<file path="src/rtl/alu_program_sequencer_if.sv">
// Host, program-ROM and ALU signals of the ALU program sequencer.
// The sequencer connects through the slave modport; the host/environment side
// (ROM, ALU and the register preload/readback port) uses the master modport.
interface alu_program_sequencer_if #(
  parameter int BITS    = 8,
  parameter int OP      = 4,
  parameter int SIZE    = 4,
  parameter int INSTR_W = 16
);
  logic               start;
  logic               busy;
  logic               done;
  logic               err;
  logic               wr_en;
  logic [1:0]         wr_idx;
  logic [BITS-1:0]    wr_data;
  logic [1:0]         rd_idx;
  logic [BITS-1:0]    rd_data;
  logic               rom_en;
  logic [SIZE-1:0]    rom_addr;
  logic [INSTR_W-1:0] rom_data;
  logic               alu_reset;
  logic [OP-1:0]      alu_op;
  logic [BITS-1:0]    alu_a;
  logic [BITS-1:0]    alu_b;
  logic [BITS-1:0]    alu_out;

  modport master (
    output start, wr_en, wr_idx, wr_data, rd_idx, rom_data, alu_out,
    input  busy, done, err, rd_data, rom_en, rom_addr, alu_reset, alu_op, alu_a, alu_b
  );

  modport slave (
    input  start, wr_en, wr_idx, wr_data, rd_idx, rom_data, alu_out,
    output busy, done, err, rd_data, rom_en, rom_addr, alu_reset, alu_op, alu_a, alu_b
  );
endinterface

</file>
<file path="src/rtl/alu_program_sequencer.sv">
// Microsequencer that runs a short program from a registered-output ROM
// against an external ALU, using a four-entry internal register file.
// Each instruction takes three cycles: FETCH (ROM read), WAIT (ROM data lands
// in the instruction register) and EXEC (ALU driven, result written back).
// Instruction layout (top bits first): op, dst, src1, src2, then reserved bits.
// Only op/dst/src1/src2 are kept in the instruction register; the reserved bits
// are never looked at.
module alu_program_sequencer #(
  parameter int BITS    = 8,
  parameter int OP      = 4,
  parameter int SIZE    = 4,
  parameter int INSTR_W = 16
) (
  input logic                   clk,
  input logic                   reset,
  alu_program_sequencer_if.slave bus
);

  localparam int IR_W = OP + 6;

  typedef enum logic [2:0] {
    S_IDLE,
    S_FETCH,
    S_WAIT,
    S_EXEC,
    S_DONE
  } state_t;

  state_t                 state_q, state_d;
  logic [SIZE-1:0]        pc_q, pc_d;
  logic [IR_W-1:0]        ir_q, ir_d;
  logic                   err_q, err_d;
  logic [3:0][BITS-1:0]   regs_q, regs_d;

  logic [OP-1:0]          op;
  logic [1:0]             dst;
  logic [1:0]             src1;
  logic [1:0]             src2;
  logic                   is_halt;
  logic                   div_by_zero;
  logic                   busy;
  logic                   unused_rsvd;

  // Decoded fields of the latched instruction.
  assign op          = ir_q[IR_W-1 -: OP];
  assign dst         = ir_q[5:4];
  assign src1        = ir_q[3:2];
  assign src2        = ir_q[1:0];
  assign is_halt     = (op == {OP{1'b1}});
  assign div_by_zero = ((op == OP'(3)) || (op == OP'(4))) && (regs_q[src2] == '0);
  assign busy        = (state_q == S_FETCH) || (state_q == S_WAIT) || (state_q == S_EXEC);
  assign unused_rsvd = ^bus.rom_data[INSTR_W-IR_W-1:0];

  // State, program counter, instruction register, error flag and register file.
  always_ff @(posedge clk or negedge reset) begin
    if (!reset) begin
      state_q <= S_IDLE;
      pc_q    <= '0;
      ir_q    <= '0;
      err_q   <= 1'b0;
      regs_q  <= '0;
    end else begin
      state_q <= state_d;
      pc_q    <= pc_d;
      ir_q    <= ir_d;
      err_q   <= err_d;
      regs_q  <= regs_d;
    end
  end

  // Next-state logic: host writes while idle, program sequencing while running.
  always_comb begin
    state_d = state_q;
    pc_d    = pc_q;
    ir_d    = ir_q;
    err_d   = err_q;
    regs_d  = regs_q;

    if (!busy && bus.wr_en) begin
      regs_d[bus.wr_idx] = bus.wr_data;
    end

    case (state_q)
      S_IDLE: begin
        if (bus.start) begin
          pc_d    = '0;
          err_d   = 1'b0;
          state_d = S_FETCH;
        end
      end
      S_FETCH: begin
        state_d = S_WAIT;
      end
      S_WAIT: begin
        ir_d    = bus.rom_data[INSTR_W-1 -: IR_W];
        state_d = S_EXEC;
      end
      S_EXEC: begin
        if (is_halt) begin
          state_d = S_DONE;
        end else if (div_by_zero) begin
          err_d   = 1'b1;
          state_d = S_DONE;
        end else begin
          regs_d[dst] = bus.alu_out;
          if (pc_q == {SIZE{1'b1}}) begin
            state_d = S_DONE;
          end else begin
            pc_d    = pc_q + 1'b1;
            state_d = S_FETCH;
          end
        end
      end
      S_DONE: begin
        state_d = S_IDLE;
      end
      default: begin
        state_d = S_IDLE;
      end
    endcase
  end

  // Outputs: status, ROM request, and ALU drive that is zero outside EXEC.
  always_comb begin
    bus.busy      = busy;
    bus.done      = (state_q == S_DONE);
    bus.err       = err_q;
    bus.rd_data   = regs_q[bus.rd_idx];
    bus.rom_en    = (state_q == S_FETCH);
    bus.rom_addr  = pc_q;
    bus.alu_reset = 1'b0;
    bus.alu_op    = '0;
    bus.alu_a     = '0;
    bus.alu_b     = '0;
    if (state_q == S_EXEC) begin
      bus.alu_reset = 1'b1;
      bus.alu_op    = op;
      bus.alu_a     = regs_q[src1];
      bus.alu_b     = regs_q[src2];
    end
  end

endmodule

</file>
<file path="src/flat_wrapper.sv">
// flat-port wrapper written by rule: the top's interface ports become plain ports
module alu_program_sequencer_flat 
#(
  parameter int BITS    = 8,
  parameter int OP      = 4,
  parameter int SIZE    = 4,
  parameter int INSTR_W = 16
)
  (clk, reset, bus_start, bus_wr_en, bus_wr_idx, bus_wr_data, bus_rd_idx, bus_rom_data, bus_alu_out, bus_busy, bus_done, bus_err, bus_rd_data, bus_rom_en, bus_rom_addr, bus_alu_reset, bus_alu_op, bus_alu_a, bus_alu_b);
  alu_program_sequencer_if #(.BITS(BITS), .OP(OP), .SIZE(SIZE), .INSTR_W(INSTR_W)) bus_i ();
  input logic clk;
  input logic reset;
  input wire logic [$bits(bus_i.start)-1:0] bus_start;
  input wire logic [$bits(bus_i.wr_en)-1:0] bus_wr_en;
  input wire logic [$bits(bus_i.wr_idx)-1:0] bus_wr_idx;
  input wire logic [$bits(bus_i.wr_data)-1:0] bus_wr_data;
  input wire logic [$bits(bus_i.rd_idx)-1:0] bus_rd_idx;
  input wire logic [$bits(bus_i.rom_data)-1:0] bus_rom_data;
  input wire logic [$bits(bus_i.alu_out)-1:0] bus_alu_out;
  output wire logic [$bits(bus_i.busy)-1:0] bus_busy;
  output wire logic [$bits(bus_i.done)-1:0] bus_done;
  output wire logic [$bits(bus_i.err)-1:0] bus_err;
  output wire logic [$bits(bus_i.rd_data)-1:0] bus_rd_data;
  output wire logic [$bits(bus_i.rom_en)-1:0] bus_rom_en;
  output wire logic [$bits(bus_i.rom_addr)-1:0] bus_rom_addr;
  output wire logic [$bits(bus_i.alu_reset)-1:0] bus_alu_reset;
  output wire logic [$bits(bus_i.alu_op)-1:0] bus_alu_op;
  output wire logic [$bits(bus_i.alu_a)-1:0] bus_alu_a;
  output wire logic [$bits(bus_i.alu_b)-1:0] bus_alu_b;
  assign bus_i.start = bus_start;
  assign bus_i.wr_en = bus_wr_en;
  assign bus_i.wr_idx = bus_wr_idx;
  assign bus_i.wr_data = bus_wr_data;
  assign bus_i.rd_idx = bus_rd_idx;
  assign bus_i.rom_data = bus_rom_data;
  assign bus_i.alu_out = bus_alu_out;
  assign bus_busy = bus_i.busy;
  assign bus_done = bus_i.done;
  assign bus_err = bus_i.err;
  assign bus_rd_data = bus_i.rd_data;
  assign bus_rom_en = bus_i.rom_en;
  assign bus_rom_addr = bus_i.rom_addr;
  assign bus_alu_reset = bus_i.alu_reset;
  assign bus_alu_op = bus_i.alu_op;
  assign bus_alu_a = bus_i.alu_a;
  assign bus_alu_b = bus_i.alu_b;
  alu_program_sequencer #(.BITS(BITS), .OP(OP), .SIZE(SIZE), .INSTR_W(INSTR_W)) u_core (.clk(clk), .reset(reset), .bus(bus_i));
endmodule
</file>
<file path="config.mk">
export PLATFORM = sky130hd
export DESIGN_NAME = alu_program_sequencer_flat
export DESIGN_NICKNAME = d
export VERILOG_FILES = /design/src/rtl/alu_program_sequencer_if.sv /design/src/rtl/alu_program_sequencer.sv /design/src/flat_wrapper.sv
export SDC_FILE = /design/constraint.sdc
export NUM_CORES = 1
export LEC_CHECK = 0
export ABC_AREA = 1
export BUFFER_PORTS_ARGS = -buffer_cell sky130_fd_sc_hd__buf_2
export CORE_MARGIN = 2
export CORE_UTILIZATION = 59
export CTS_CLUSTER_DIAMETER = 80
export CTS_CLUSTER_SIZE = 28
export DETAILED_ROUTE_END_ITERATION = 8
export PLACE_DENSITY = 0.95
export RECOVER_POWER = 25
export SYNTH_ARGS = -nofsm -noshare
export SYNTH_HDL_FRONTEND = slang
export SYNTH_SLANG_ARGS = --single-unit
</file>
<file path="constraint.sdc">
create_clock -name clk -period 2.6 [get_ports clk]
set_input_delay 0.52 -clock clk [delete_from_list [all_inputs] [get_ports clk]]
set_output_delay 0.52 -clock clk [all_outputs]
set_load 0.01 [all_outputs]
</file>
==> metrics <==
post-DP HPWL=6.896 mm; Max Cap Viol=0; Setup violations, final=0; Ys Warns=0; max-slew violation count=0; Final Non-Filler Cells=639; power density cells=1188 nW/um^2; DR vias=3716; I/O Buffers=70; Top delay family on crit path=buffers and inverters; IO Pins=77; vias in the first global route=3603; clk sink count=50; Static Leak=0.002099 uW; Hold Path Class=in2reg; Detailed Route Iter0 Violations=480; minimum clock period=2.250 ns; Synth top cells by count=nand2_1, a21oi_1, dfrtp_1; CP arrival=1.73 ns; Setup CP Type=in2out; H-Tree Depth=2; via/cell ratio=5.815; Max Clock Skew=0.008632 ns; worst path required time=2.08 ns; Max-slew headroom=0.1666; Initial Util=0.6118; Inserted Diodes=0; Die H=79.80 um; final net count=607; biggest area consumer among synthesized cells=dfrtp_1; Mapped Avg Cell Area=6.793 sq um; EDFF count, synth=0; Main synth FF type=dfrtp_1; syn nets=540; CTS tree=yes; Reg clk slew, reported paths=0.10 ns; Distinct cells, synth=28; gr usage total=0.3495; mapped cell area=3390 sq um; share of layout cells above drive strength 1=0.2275; Num CTS Buffers=5; post-synth top area share=0.3691; CP endpoint kind=primary output; Final Hold Viols=0; Seq/Total Area, Yosys=0.3691; post-CTS setup buffer count=0; Synth async-reset ratio=1.000; number of synthesized register bits=50; die area=6367 sq um; Max clock buf depth=2; most common cell in the netlist=nand2_1; worst slew pin tran=1.250 ns; dpl cells=631; total iterations of the first detailed-routing run=5; worst slack, placed=0.4172 ns; Worst setup SP type=primary input; Tcrit/Tclk final=0.8654; setup ws final=0.3499 ns; core footprint=5540 sq um; Root Buffer=clkbuf_8; global-route wire length before repair=16.88 mm; Routed Antenna Nets=0; Chip Width=79.80 um; FF-to-FF Start=u_core.ir_q[0]$_DFFE_PN0P_; crit-path max FO=24; Critical Path, Cell by Cell=buf_2, inv_1, o21ai_0, a21oi_1, a21oi_1, buf_2; area grow syn2layout=16.28%; initial antenna violation count=0; slowest CP cell=inv_1; RSZ-0062 raised after global routing=false; CP Buf/Inv Count=3; cells after synthesis=499; DR WL/cell=15.87 um; GRT overflow=0; Crit. Startpoint=bus_rd_idx[0]; DRC=0; Synth area leaders=dfrtp_1, nand2_1, a21oi_1; clock latency at the later pin of the worst-skew pair=0.32 ns; Fmax=444.4 MHz; Setup TNS Final=0 ns; pin count of the biggest net entering global routing=51; register area=1252 sq um; row cnt=27; footprint of the multi-input gates=1866 sq um; flop-to-flop setup slack=0.62 ns; Filler cells=452; CP max stage delay=0.50 ns; Peak VDD IR=0.6069 mV; DRT Wirelength=10.14 mm; GP Congestion=0.9209; Hold Crit Start=bus_alu_out[1]; outcome=complete, no violations
registers in the layout, indices dropped and copies added (netlist names):
signal,cells
u_core.regs_q,32
u_core.ir_q,10
u_core.bus.rom_addr,4
u_core.state_q,3
u_core.bus.err,1
per-layer routing:
layer	track usage	routed length, um	up-vias	part of all wire
met4	0.1915	402	0	0.040
li1	-	-	1743	-
met3	0.06787	1176	47	0.12
met1	0.4404	3701	1667	0.37
met5	0	0	-	0
met2	0.5655	4858	259	0.48
layout make-up:
class                      instances  area share
sequential                        50      0.3178
timing repair buffer              79      0.1054
inverter                          46     0.04444
clock buffer                       6     0.02095
multi-input combinational        384      0.4733
clock inverter                     2     0.01524
tap                               72     0.02286
through the flow:
step	util	area (sq um)	hold WS [ns]	total power, uW
2_1_floorplan	-	3390	0.2244	3167
3_3_place_gp	0.6859	3800	0.4745	3802
3_5_place_dp	0.6859	3800	0.4848	3930
4_1_cts	0.7116	3943	0.3289	4622
5_1_grt	0.7114	3941	0.4394	5076
6_report	0.7114	3941	0.4357	4683
power breakdown:
group          total [uW]  switching [uW]  leakage [uW]  internal (uW)
Sequential           1440             320      0.000617           1120
Combinational        2560            1660       0.00141            892
Clock                 687             277     0.0000714            410
tightest hold or removal path: stages:
cell     delay (ns)
buf_2          0.11
nand2_1        0.05
nand2_1        0.05
cell usage in the layout (no fill, tap or decap):
master,instances
a21oi_1,61
a22oi_1,1
buf_2,70
buf_4,8
bufinv_16,2
clkbuf_2,1
clkbuf_8,6
clkinv_1,1
dfrtp_1,49
dfrtp_2,1
ha_1,1
inv_1,38
inv_2,6
inv_4,1
mux2_2,15
nand2_1,182
nand2_2,3
nand2_4,8
nand3_1,29
nor2_1,28
nor2_2,2
nor3_1,5
nor3_2,2
nor3_4,2
nor3b_1,1
nor4_2,1
o211ai_1,1
o21ai_0,41
or2_2,1
path summary, 6_finish.rpt:
check                                                     end  cells after the start
setup reg to reg                   u_core.regs_q[6]$_DFF_PN0_                     11
hold reg to reg                 u_core.state_q[0]$_DFFE_PN0P_                      1
hold / removal                     u_core.regs_q[1]$_DFF_PN0_                      3
min in group asynchronous  u_core.bus.rom_addr[2]$_DFFE_PN0P_                      2
setup / recovery                               bus_rd_data[7]                      6
max in group asynchronous          u_core.ir_q[3]$_DFFE_PN0P_                      2
what timing repair did:
item | in CTS | in global routing
hold buffers | 0 | 0
gates resized for setup | 0 | 1
endpoints found under the setup margin | 0 | 1
cell families after synthesis:
group / count (synthesis) / share of synthesized area
AO/OA/AOI/OAI: 104 / 0.1550
adder cells (fa/ha/maj): 1 / 0.003691
buffers and inverters: 65 / 0.08047
flip-flops: 50 / 0.3691
multiplexers: 15 / 0.04983
AND/OR/NAND/NOR: 264 / 0.3418
(Power assumes the default switching activity.)
